[src/rtl/cpu_pkg.sv]
// Shared types and constants for the MIPS core front end.
package cpu_pkg;

   localparam int unsigned XLEN  = 32;
   localparam int unsigned IMM_W = 16;

   localparam logic [XLEN-1:0] NOP_INSTR          = 32'h0000_0000;
   localparam logic [XLEN-1:0] HALT_INSTR_DEFAULT = 32'hFFFF_FFFF;
   localparam logic [XLEN-1:0] RESET_PC_DEFAULT   = 32'h0000_0000;

   typedef enum logic {
      FETCH_RUN    = 1'b0,
      FETCH_HALTED = 1'b1
   } fetch_state_t;

   typedef struct packed {
      logic [XLEN-1:0] instr;
      logic [XLEN-1:0] pc_plus4;
      logic            valid;
   } if_id_t;

   localparam if_id_t IF_ID_BUBBLE = '{instr: NOP_INSTR, pc_plus4: '0, valid: 1'b0};

endpackage

[src/rtl/pc_reg.sv]
// Program counter with next-PC priority mux and wrapping +4 adder.
module pc_reg
   import cpu_pkg::*;
#(
   parameter logic [XLEN-1:0] RESET_PC = RESET_PC_DEFAULT
) (
   input  logic            clock_i,
   input  logic            reset_i,
   input  logic            stall_i,
   input  logic            branch_i,
   input  logic [XLEN-1:0] branch_target_i,
   input  logic            jump_i,
   input  logic [XLEN-1:0] jump_target_i,
   input  logic            hold_i,
   output logic [XLEN-1:0] pc_o,
   output logic [XLEN-1:0] pc_plus4_c_o
);

   logic [XLEN-1:0] pc_q;
   logic [XLEN-1:0] pc_d;

   assign pc_plus4_c_o = pc_q + XLEN'(4);
   assign pc_o         = pc_q;

   // Branch outranks jump; hold covers both the halted state and a fetched halt word.
   always_comb begin
      pc_d = pc_q;
      if (stall_i) begin
         pc_d = pc_q;
      end else if (branch_i) begin
         pc_d = branch_target_i;
      end else if (jump_i) begin
         pc_d = jump_target_i;
      end else if (hold_i) begin
         pc_d = pc_q;
      end else begin
         pc_d = pc_plus4_c_o;
      end
   end

   always_ff @(posedge clock_i or posedge reset_i) begin
      if (reset_i) begin
         pc_q <= RESET_PC;
      end else begin
         pc_q <= pc_d;
      end
   end

endmodule

[src/rtl/if_id_stage.sv]
// Instruction fetch plus IF/ID pipeline register with stall, flush,
// redirect and halt handling.
module if_id_stage
   import cpu_pkg::*;
#(
   parameter logic [XLEN-1:0] RESET_PC   = RESET_PC_DEFAULT,
   parameter logic [XLEN-1:0] HALT_INSTR = HALT_INSTR_DEFAULT
) (
   input  logic             clock,
   input  logic             reset,
   input  logic             stall,
   input  logic             flush,
   input  logic             branch_taken,
   input  logic [XLEN-1:0]  branch_target,
   input  logic             jump,
   input  logic [XLEN-1:0]  jump_target,
   output logic [XLEN-1:0]  imem_addr,
   input  logic [XLEN-1:0]  imem_rdata,
   output logic [XLEN-1:0]  if_id_instr,
   output logic [XLEN-1:0]  if_id_pc_plus4,
   output logic [IMM_W-1:0] if_id_imm16,
   output logic             if_id_valid,
   output logic             halted
);

   fetch_state_t    state_q;
   fetch_state_t    state_d;
   if_id_t          if_id_q;
   if_id_t          if_id_d;
   logic [XLEN-1:0] pc_plus4_c;
   logic            in_run_c;
   logic            branch_c;
   logic            jump_c;
   logic            redirect_c;
   logic            pc_hold_c;
   logic            halt_take_c;

   pc_reg #(
      .RESET_PC (RESET_PC)
   ) u_pc_reg (
      .clock_i         (clock),
      .reset_i         (reset),
      .stall_i         (stall),
      .branch_i        (branch_c),
      .branch_target_i (branch_target),
      .jump_i          (jump_c),
      .jump_target_i   (jump_target),
      .hold_i          (pc_hold_c),
      .pc_o            (imem_addr),
      .pc_plus4_c_o    (pc_plus4_c)
   );

   always_ff @(posedge clock or posedge reset) begin
      if (reset) begin
         state_q <= FETCH_RUN;
      end else begin
         state_q <= state_d;
      end
   end

   always_comb begin
      state_d = state_q;
      case (state_q)
         FETCH_RUN:    if (halt_take_c) state_d = FETCH_HALTED;
         FETCH_HALTED: state_d = FETCH_HALTED;
         default:      state_d = FETCH_RUN;
      endcase
   end

   // Redirects are ignored once halted; a halt word only counts on a clean fetch.
   always_comb begin
      in_run_c    = (state_q == FETCH_RUN);
      branch_c    = in_run_c & branch_taken;
      jump_c      = in_run_c & jump;
      redirect_c  = branch_c | jump_c;
      pc_hold_c   = ~in_run_c | (imem_rdata == HALT_INSTR);
      halt_take_c = in_run_c & (imem_rdata == HALT_INSTR) & ~stall & ~flush & ~redirect_c;
   end

   always_comb begin
      if_id_d = if_id_q;
      if (flush) begin
         if_id_d = IF_ID_BUBBLE;
      end else if (stall) begin
         if_id_d = if_id_q;
      end else if (redirect_c || !in_run_c) begin
         if_id_d = IF_ID_BUBBLE;
      end else begin
         if_id_d = '{instr: imem_rdata, pc_plus4: pc_plus4_c, valid: 1'b1};
      end
   end

   always_ff @(posedge clock or posedge reset) begin
      if (reset) begin
         if_id_q <= IF_ID_BUBBLE;
      end else begin
         if_id_q <= if_id_d;
      end
   end

   assign if_id_instr    = if_id_q.instr;
   assign if_id_pc_plus4 = if_id_q.pc_plus4;
   assign if_id_imm16    = if_id_q.instr[IMM_W-1:0];
   assign if_id_valid    = if_id_q.valid;
   assign halted         = (state_q == FETCH_HALTED);

endmodule

[config.mk]
export PLATFORM = sky130hd
export DESIGN_NAME = if_id_stage
export DESIGN_NICKNAME = d
export VERILOG_FILES = /design/src/rtl/cpu_pkg.sv /design/src/rtl/pc_reg.sv /design/src/rtl/if_id_stage.sv
export SDC_FILE = /design/constraint.sdc
export NUM_CORES = 1
export LEC_CHECK = 0
export BUFFER_PORTS_ARGS = -buffer_cell sky130_fd_sc_hd__buf_4
export CAP_MARGIN = 25
export CORE_ASPECT_RATIO = 1.25
export CORE_UTILIZATION = 39
export DETAILED_ROUTE_END_ITERATION = 6
export GPL_TIMING_DRIVEN = 0
export HOLD_SLACK_MARGIN = 0.08
export PLACE_DENSITY = 0.67
export SYNTH_ARGS = -nofsm -noshare
export SYNTH_HDL_FRONTEND = slang
export SYNTH_SLANG_ARGS = --single-unit
[constraint.sdc]
create_clock -name clock -period 3.52 [get_ports clock]
set_input_delay 0.352 -clock clock [delete_from_list [all_inputs] [get_ports clock]]
set_output_delay 0.352 -clock clock [all_outputs]
set_load 0.03 [all_outputs]
==> results of run 1 <==
[what timing repair did]
item                                   4_1_cts  5_1_grt
resized for setup                            0        0
hold buffers                                 1        0
endpoints found under the hold margin       36        0
[power by group]
| part | internal, mW | switching [mW] |
|---|---|---|
| Clock | 0.627 | 0.446 |
| Combinational | 0.299 | 0.453 |
| Sequential | 1.19 | 0.101 |
[cell families after synthesis]
kind of cell / synth area share [%]
buffers and inverters: 6.08
AOI/OAI and AO/OA: 24.7
adders and majority gates: 0.236
DFF: 46.2
and+or+nand+nor: 18.7
xor gates and xnor gates: 4.12
[cells in the mapped netlist (4+ instances only)]
| cell type | number |
|---|---|
| dfrtp_1 | 98 |
| nand2_1 | 58 |
| o21ai_0 | 54 |
| a22o_1 | 44 |
| nor2_1 | 38 |
| clkbuf_1 | 27 |
| a21oi_1 | 23 |
| nand4_1 | 18 |
| buf_4 | 17 |
| xor2_1 | 15 |
| nor3_1 | 14 |
| a211oi_1 | 12 |
| buf_2 | 12 |
| a31oi_1 | 11 |
| xnor2_1 | 10 |
| and3_1 | 8 |
| nand3_1 | 7 |
| o21ai_1 | 6 |
| a2111oi_0 | 5 |
| a22oi_1 | 5 |
| inv_1 | 5 |
| nor2b_1 | 5 |
| and2_1 | 4 |
| and4_1 | 4 |
| nor4_1 | 4 |
| or3_1 | 4 |
[registers in the layout, summed over array words and instances (netlist names)]
signal	count
if_id_pc_plus4	32
if_id_valid	1
u_pc_reg.pc_o	32
if_id_instr	32
halted	1
[layer usage]
layer	vias to the layer above	share of wire [%]	global-route usage [%]	wire length, um
met1	2686	38	33.8	7400
met5	-	0	0	0
li1	2506	-	-	-
met3	52	8.8	5.37	1700
met2	322	50	47.8	9670
met4	0	3.0	11.3	572
[through the flow]
step,hold WS [ns],total power [mW],TNS [ns],cell area [um^2]
after floorplan,0.485,1.72,0,5310
after global placement,0.464,2.04,-61.29,7120
after detailed placement,0.415,2.06,0,7150
after CTS,0.221,3.13,0,7480
after global routing,0.232,3.25,0,7480
final,0.231,3.12,0,7480
[final cells by class]
| cell class | count | area, um^2 |
|---|---|---|
| Buffer | 58 | 304 |
| Clock buffer | 10 | 229 |
| Clock inverter | 6 | 87.6 |
| Fill cell | 1229 | 5810 |
| Inverter | 5 | 21.3 |
| Multi-Input combinational cell | 399 | 2530 |
| Sequential cell | 98 | 2450 |
| Tap cell | 171 | 214 |
| Timing Repair Buffer | 215 | 1640 |
[worst paths after layout]
check	from	to	slack, ns
hold reg to reg	if_id_valid$_DFFE_PP0P_	if_id_valid$_DFFE_PP0P_	0.48
setup / recovery	u_pc_reg.pc_o[2]$_DFFE_PP0P_	if_id_pc_plus4[24]$_DFFE_PP0P_	1.04
hold / removal	imem_rdata[26]	if_id_instr[26]$_DFFE_PP0P_	0.23
setup reg to reg	u_pc_reg.pc_o[2]$_DFFE_PP0P_	if_id_pc_plus4[24]$_DFFE_PP0P_	1.04
max in group asynchronous	reset	if_id_pc_plus4[25]$_DFFE_PP0P_	2.23
min in group asynchronous	reset	if_id_instr[23]$_DFFE_PP0P_	0.60
==> flow_summary.json, run 1 <==
{
  "run_status": "finished clean",
  "ys_types": 62,
  "vdd_drop_max_uv": 251,
  "crit_buf_inv": 0,
  "yosysSeqAreaShare_pct": 46.2,
  "htree_levels": 3,
  "final_common_cell": "buf_4",
  "finalHoldViolCount": 0,
  "syn_area_mm2": 0.00531,
  "dp_hpwl_um": 14400,
  "vias": 5566,
  "setup_viol": 0,
  "synthesis.instances": 560,
  "finClkSkew_ns": 0.0119,
  "rsz0062_at_grt": "no",
  "cts_max_path_buffers": 2,
  "grt_pass1_vias": 5510,
  "fmax_mhz": 404,
  "cts_buffers": 9,
  "die_height_um": 132,
  "slew_violations": 0,
  "drc": 0,
  "critPathMaxFanout": 10,
  "core_area_mm2": 0.0133,
  "layout_common_cells": "buf_4, dfrtp_1, nand2_1, o21ai_0, a22o_1",
  "cts_tree": "done",
  "ys_ff_latch": 98,
  "grt_start_max_net_pins": 63,
  "post_drt_wl_per_cell_um": 20.1,
  "crit_family": "simple AND/OR/NAND/NOR gates",
  "final_cell_count_no_fill": 962,
  "synth_edf_count": 0,
  "ant_nets": 0,
  "synth_top_cell_area_share_pct": 46.2,
  "power.leakage_nw": 3.53,
  "path_cells": "ha_1 > nand3_4 > nor4_4 > and3_1 > xor2_1 > a22o_1",
  "setup_slack_ns": 1.04,
  "maxCapViolCount": 0,
  "via_per_inst": 5.79,
  "io_buffers": 213,
  "end_kind": "flop",
  "insertedDiodeCount": 0,
  "dp.cells": 945,
  "layout.nets": 889,
  "grt_antenna_before_repair": 0,
  "drtIter0Drc": 405,
  "rows": 47,
  "gp_congestion": 0.947,
  "drive_gt1_share_pct": 35.3,
  "drt-pass1-iter-count": 5,
  "cts.sinks": 98,
  "worstSkewPairLatency_ns": 0.35,
  "min_period_ns": 2.48,
  "hold_path_class": "primary input to flop",
  "pwr_density_cell_mw_per_mm2": 417,
  "period_share_pct": 70.4,
  "postLayoutCoreUtil_pct": 56.3,
  "worst-path-stages": 6,
  "avgSynthCellArea_um2": 9.48,
  "ys.flop_type": "dfrtp_1",
  "path_clk_slew_ns": 0.07,
  "grt_pass1_wl_um": 30100,
  "start_util_pct": 39.9,
  "dp_slack_ns": 1.01,
  "cts_setup_buffers": 0,
  "crit_arrival_ns": 2.76,
  "worst_pin_slew_ns": 0.786,
  "grt_usage_pct": 27.8,
  "dieArea_mm2": 0.0141,
  "worstPathRequired_ns": 3.80,
  "overflow": 0,
  "synthToLayoutAreaGrowth_pct": 40.9,
  "cp-start-kind": "flop",
  "die_w_um": 106,
  "syn_nets": 663,
  "reg2reg_depth": 6,
  "synth_top_cell_by_area": "dfrtp_1",
  "ios": 216,
  "relSlewSlack_pct": 47.3,
  "ys_async_sr_fraction_pct": 100,
  "setup.worst_path.class": "flop to flop",
  "synth_warnings": 0,
  "wirelength_um": 19300,
  "cp_slowest_cell": "nor4_4",
  "hold_depth": 2,
  "synth_top_cells_by_area": "dfrtp_1, a22o_1, o21ai_0, nand2_1, nor2_1",
  "root_buffer": "clkbuf_16",
  "critPathMaxStageDelay_ns": 0.71
}
(Power assumes the default switching activity.)
==> run 2, diff against run 1 <==
==> constraint.sdc (replaced) <==
create_clock -name clock -period 2.46 [get_ports clock]
set_input_delay 0.246 -clock clock [delete_from_list [all_inputs] [get_ports clock]]
set_output_delay 0.246 -clock clock [all_outputs]
set_load 0.03 [all_outputs]
==> run 2 against run 1 <==
  * Combinational power up 45%
  * Critical path depth did not move
  * Clock skew is 0.0020 ns higher
  * Via count decreased by 1.1%
  * Routed wire length rose by 2.3%
  * Critical path type unchanged
  * Clock-buffer cell count unchanged
  * Largest cell class unchanged
  * Largest power group unchanged
==> flow_summary.json, run 2 (same netlist as run 1, synthesis figures left out) <==
{
  "finalPower_mw": 4.52,
  "grt_pass1_vias": 5371,
  "power.leakage_nw": 3.57,
  "final_common_cell": "buf_4",
  "run_status": "finished clean",
  "end_kind": "flop",
  "vdd_drop_max_uv": 404,
  "tns_ns": 0,
  "path_clk_slew_ns": 0.08,
  "gp_congestion": 0.883,
  "layout_common_cells": "buf_4, dfrtp_1, nand2_1, o21ai_0, a22o_1",
  "wirelength_um": 19800,
  "dp_slack_ns": -0.0281,
  "insertedDiodeCount": 0,
  "multiInputGateArea_mm2": 0.00255,
  "finClkSkew_ns": 0.0139,
  "rrSetupSlack_ns": 0.12,
  "layout.nets": 894,
  "setup.worst_path.class": "flop to flop",
  "worst_pin_slew_ns": 0.791,
  "hold_depth": 2,
  "ant_nets": 0,
  "p_int_mw": 3.05,
  "ios": 216,
  "overflow": 0,
  "finalHoldViolCount": 0,
  "cp-start-kind": "flop",
  "drt-pass1-iter-count": 6,
  "p_seq_share_pct": 41.0,
  "cts.sinks": 98,
  "via_per_inst": 5.69,
  "period_share_pct": 95.2,
  "cts_buffers": 9,
  "crit_arrival_ns": 2.58,
  "cts_max_path_buffers": 2,
  "vias": 5506,
  "fmax_mhz": 427,
  "slew_violations": 0,
  "drtIter0Drc": 281,
  "nFillCells": 1193,
  "seq_area_mm2": 0.00245,
  "grt_antenna_before_repair": 0,
  "io_buffers": 213,
  "pwr-share-comb_pct": 24.1,
  "synthToLayoutAreaGrowth_pct": 42.2,
  "switchingPower_mw": 1.47,
  "maxCapViolCount": 0,
  "grt_start_max_net_pins": 41,
  "pwr_density_cell_mw_per_mm2": 598,
  "post_drt_wl_per_cell_um": 20.5,
  "worstSkewPairLatency_ns": 0.35,
  "critPathMaxFanout": 10,
  "min_period_ns": 2.34,
  "dp_hpwl_um": 14700,
  "htree_levels": 3,
  "worstPathRequired_ns": 2.70,
  "root_buffer": "clkbuf_16",
  "reg2reg_depth": 6,
  "start_util_pct": 39.9,
  "relSlewSlack_pct": 46.9,
  "grt_usage_pct": 28.1,
  "cts_tree": "done",
  "drive_gt1_share_pct": 36.1,
  "rsz0062_at_grt": "no",
  "hold_path_class": "primary input to flop",
  "drc": 0,
  "setup_viol": 0,
  "core_area_mm2": 0.0133,
  "dieArea_mm2": 0.0141,
  "clock_power_share_pct": 34.9,
  "die_height_um": 132,
  "setup_slack_ns": 0.119,
  "die_w_um": 106,
  "swShare_pct": 32.5,
  "grt_pass1_wl_um": 30200,
  "rows": 47
}
## run 2: metrics by stage
| step | hold WS [ns] | std cells | util, % | cell area [um^2] |
|---|---|---|---|---|
| 2_1_floorplan | 0.379 | 560 | - | 5310 |
| 3_3_place_gp | 0.464 | 944 | 53.6 | 7130 |
| 3_5_place_dp | 0.312 | 946 | 53.9 | 7170 |
| 4_1_cts | 0.119 | 963 | 56.5 | 7500 |
| 5_1_grt | 0.114 | 967 | 56.8 | 7550 |
| 6_report | 0.129 | 967 | 56.8 | 7550 |
## run 2: final timing paths
path,from,to
setup reg to reg,u_pc_reg.pc_o[10]$_DFFE_PP0P_,u_pc_reg.pc_o[31]$_DFFE_PP0P_
hold reg to reg,if_id_pc_plus4[21]$_DFFE_PP0P_,if_id_pc_plus4[21]$_DFFE_PP0P_
hold / removal,imem_rdata[19],if_id_instr[19]$_DFFE_PP0P_
max in group asynchronous,reset,if_id_pc_plus4[31]$_DFFE_PP0P_
min in group asynchronous,reset,if_id_instr[19]$_DFFE_PP0P_
setup / recovery,u_pc_reg.pc_o[10]$_DFFE_PP0P_,u_pc_reg.pc_o[31]$_DFFE_PP0P_
## run 2: final cells by class
class	count	share of cell area, %
Buffer	58	4.03
Clock buffer	10	3.03
Clock inverter	6	1.31
Inverter	5	0.298
Multi-Input combinational cell	399	33.8
Sequential cell	98	32.5
Tap cell	171	2.83
Timing Repair Buffer	220	22.2
## run 2: worst max-delay path: stages, from the launching register on
cell	delay (ns)
dfrtp_1	0.55
nand4_4	0.23
nor4_2	0.65
buf_4	0.31
a31oi_1	0.10
a211oi_1	0.31
nor3_2	0.08
## run 2: layer usage
metal / global-route usage (%) / vias up / share of wire (%)
met5: 0 / - / 0
met4: 10.5 / 0 / 2.6
met3: 4.53 / 37 / 7.0
met2: 48.3 / 280 / 50
met1: 35.3 / 2659 / 40
li1: - / 2530 / -
## run 2: power groups by stage
stage	Sequential [mW]	Combinational [mW]	Clock [mW]
2_1_floorplan	2.05	0.410	0
3_3_place_gp	1.88	1.06	0
3_5_place_dp	1.88	1.08	0
4_1_cts	1.85	1.08	1.60
5_1_grt	1.87	1.16	1.67
6_report	1.85	1.09	1.58
## run 2: repair_timing
action,4_1_cts,5_1_grt
hold buffers,1,0
setup endpoints to repair,3,35
gates resized for setup,0,4
hold endpoints to repair,19,0
setup buffers,0,4
pin swaps,1,2
==> run 3, diff against run 2 <==
--- a/config.mk
+++ b/config.mk
@@ -12,7 +12,7 @@
 export DETAILED_ROUTE_END_ITERATION = 6
 export GPL_TIMING_DRIVEN = 0
 export HOLD_SLACK_MARGIN = 0.08
-export PLACE_DENSITY = 0.67
+export PLACE_DENSITY = 0.76
 export SYNTH_ARGS = -nofsm -noshare
 export SYNTH_HDL_FRONTEND = slang
 export SYNTH_SLANG_ARGS = --single-unit
==> constraint.sdc (replaced) <==
create_clock -name clock -period 2 [get_ports clock]
set_input_delay 0.2 -clock clock [delete_from_list [all_inputs] [get_ports clock]]
set_output_delay 0.2 -clock clock [all_outputs]
set_load 0.03 [all_outputs]
==> run 3 against run 2 <==
  * Routed wire length grew 0.46%
  * Sequential cell count stayed put
  * Clock skew shrank 0.0042 ns
  * Clock power grew 11%
  * Setup slack got worse by 0.13 ns
  * Non-clock buffer count rose by 30
  * Sequential power increased by 25%
  * Largest cell class unchanged
  * Sequential share of layout area shrank 1.4 points
  * The run now ends with setup timing left
  * Core utilization increased by 3.0 points
  * Register-to-register slack lost 0.13 ns
  * Critical path depth rose by 2
  * Largest power group unchanged
==> flow_summary.json, run 3 (same netlist as run 1, synthesis figures left out) <==
{
  "ios": 216,
  "synthToLayoutAreaGrowth_pct": 49.7,
  "dp.cells": 946,
  "layout.nets": 925,
  "swShare_pct": 33.0,
  "power.leakage_nw": 3.78,
  "p_int_mw": 3.69,
  "cp-start-kind": "flop",
  "finClkSkew_ns": 0.00965,
  "worstSkewPairLatency_ns": 0.35,
  "switchingPower_mw": 1.82,
  "fin_area_mm2": 0.00795,
  "placed_cell_area_mm2": 0.00719,
  "critPathMaxStageDelay_ns": 0.44,
  "overflow": 0,
  "drt-pass1-iter-count": 7,
  "setup_viol": 1,
  "root_buffer": "clkbuf_16",
  "grt_antenna_before_repair": 0,
  "drc": 0,
  "timing.critical_path.mode_cell": "buf_4",
  "multiInputGateArea_mm2": 0.00267,
  "gp_congestion": 0.911,
  "cts_buffers": 9,
  "hold_path_class": "primary input to flop",
  "path_cells": "buf_4 > buf_4 > nand4_4 > nor4_4 > buf_4 > and3_1 > a2111oi_0 > nor3_1",
  "period_share_pct": 101,
  "rsz0062_at_grt": "yes",
  "critPathMaxFanout": 8,
  "dieArea_mm2": 0.0141,
  "dp_hpwl_um": 14600,
  "htree_levels": 3,
  "clock_power_share_pct": 31.8,
  "nFillCells": 1200,
  "rows": 47,
  "min_period_ns": 2.01,
  "p_seq_share_pct": 42.1,
  "dp_slack_ns": -0.348,
  "start_util_pct": 39.9,
  "final_common_cell": "buf_4",
  "fmax_mhz": 497,
  "final_cell_count_no_fill": 998,
  "ant_nets": 0,
  "drive_gt1_share_pct": 42.6,
  "insertedDiodeCount": 0,
  "vias": 5806,
  "cts_max_path_buffers": 2,
  "grt_start_max_net_pins": 43,
  "path_clk_slew_ns": 0.07,
  "finalHoldViolCount": 0,
  "grt_pass1_wl_um": 29400,
  "drtIter0Drc": 435,
  "pwr_density_cell_mw_per_mm2": 693,
  "relSlewSlack_pct": 39.4,
  "setup.worst_path.class": "flop to flop",
  "wirelength_um": 19900,
  "run_status": "finished, violations left",
  "layout_common_cells": "buf_4, dfrtp_1, nand2_1, o21ai_0, a22o_1",
  "io_buffers": 213,
  "cp_slowest_cell": "dfrtp_2",
  "cts_tree": "done",
  "slew_violations": 0,
  "worstPathRequired_ns": 2.21,
  "worst_pin_slew_ns": 0.906,
  "setup_slack_ns": -0.0122,
  "postLayoutCoreUtil_pct": 59.8,
  "pwr-share-comb_pct": 26.1,
  "maxCapViolCount": 0,
  "end_kind": "flop",
  "core_area_mm2": 0.0133,
  "violations": "setup timing",
  "post_drt_wl_per_cell_um": 19.9,
  "vdd_drop_max_uv": 541,
  "grt_pass1_vias": 5481,
  "tns_ns": -0.0122,
  "die_height_um": 132,
  "seq_area_mm2": 0.00247,
  "cts.sinks": 98,
  "die_w_um": 106,
  "grt_usage_pct": 27.4,
  "via_per_inst": 5.82,
  "crit_arrival_ns": 2.22
}
run 3: stage by stage:
| stage | power (mW) | hold WS, ns |
|---|---|---|
| 3_5_place_dp | 3.65 | 0.428 |
| 6_report | 5.51 | 0.0865 |
| 2_1_floorplan | 3.04 | 0.333 |
| 4_1_cts | 5.42 | 0.0812 |
| 5_1_grt | 5.69 | 0.0826 |
| 3_3_place_gp | 3.62 | 0.428 |
run 3: cell type report:
cell class | instances | share of cell area (%)
clock buffer | 9 | 2.83
timing repair buffer | 255 | 24.7
clock inverter | 7 | 0.866
sequential | 98 | 31.1
inverter | 5 | 0.283
tap | 171 | 2.69
multi-input combinational | 400 | 33.6
buffer | 53 | 3.94
run 3: path summary, 6_finish.rpt:
check / startpoint / to / slack (ns) / cells past startpoint
worst max-delay path: u_pc_reg.pc_o[3]$_DFFE_PP0P_ / u_pc_reg.pc_o[27]$_DFFE_PP0P_ / -0.01 / 8
worst min-delay path: imem_rdata[12] / if_id_instr[12]$_DFFE_PP0P_ / 0.09 / 2
worst max register to register: u_pc_reg.pc_o[3]$_DFFE_PP0P_ / u_pc_reg.pc_o[27]$_DFFE_PP0P_ / -0.01 / 8
worst min register to register: if_id_pc_plus4[15]$_DFFE_PP0P_ / if_id_pc_plus4[15]$_DFFE_PP0P_ / 0.49 / 2
max in group asynchronous: reset / if_id_pc_plus4[22]$_DFFE_PP0P_ / 0.71 / 4
min in group asynchronous: reset / if_id_pc_plus4[2]$_DFFE_PP0P_ / 0.60 / 3
run 3: critical path, delay by kind of cell (launching register included):
kind | cells | cell delay (ns)
AND/OR/NAND/NOR | 4 | 0.57
buffers and inverters | 3 | 0.45
flip-flops | 1 | 0.44
AO/OA/AOI/OAI | 1 | 0.42
run 3: power by group through the flow:
stage,clock (mW),combinational [mW],sequential (mW)
floorplan,0,0.509,2.53
global placement,0,1.30,2.32
detailed placement,0,1.33,2.32
CTS,1.76,1.38,2.28
global route,1.83,1.52,2.33
finish,1.75,1.44,2.32
run 3: metal layers:
metal  wire, um  part of all wire, %  vias up  track usage [%]
met5          0                    0        -                0
met2       9740                   49      367             46.7
met3       1650                  8.3       74             5.07
li1           -                    -     2596                -
met4        900                  4.5        0             14.0
met1       7570                   38     2769             32.6
run 3: what timing repair did:
action,in CTS,in global routing
gates cloned,0,1
setup endpoints to repair,93,53
endpoints found under the hold margin,41,0
hold buffers,8,0
pin swaps,4,7
setup buffers,12,20
gates resized for setup,21,38
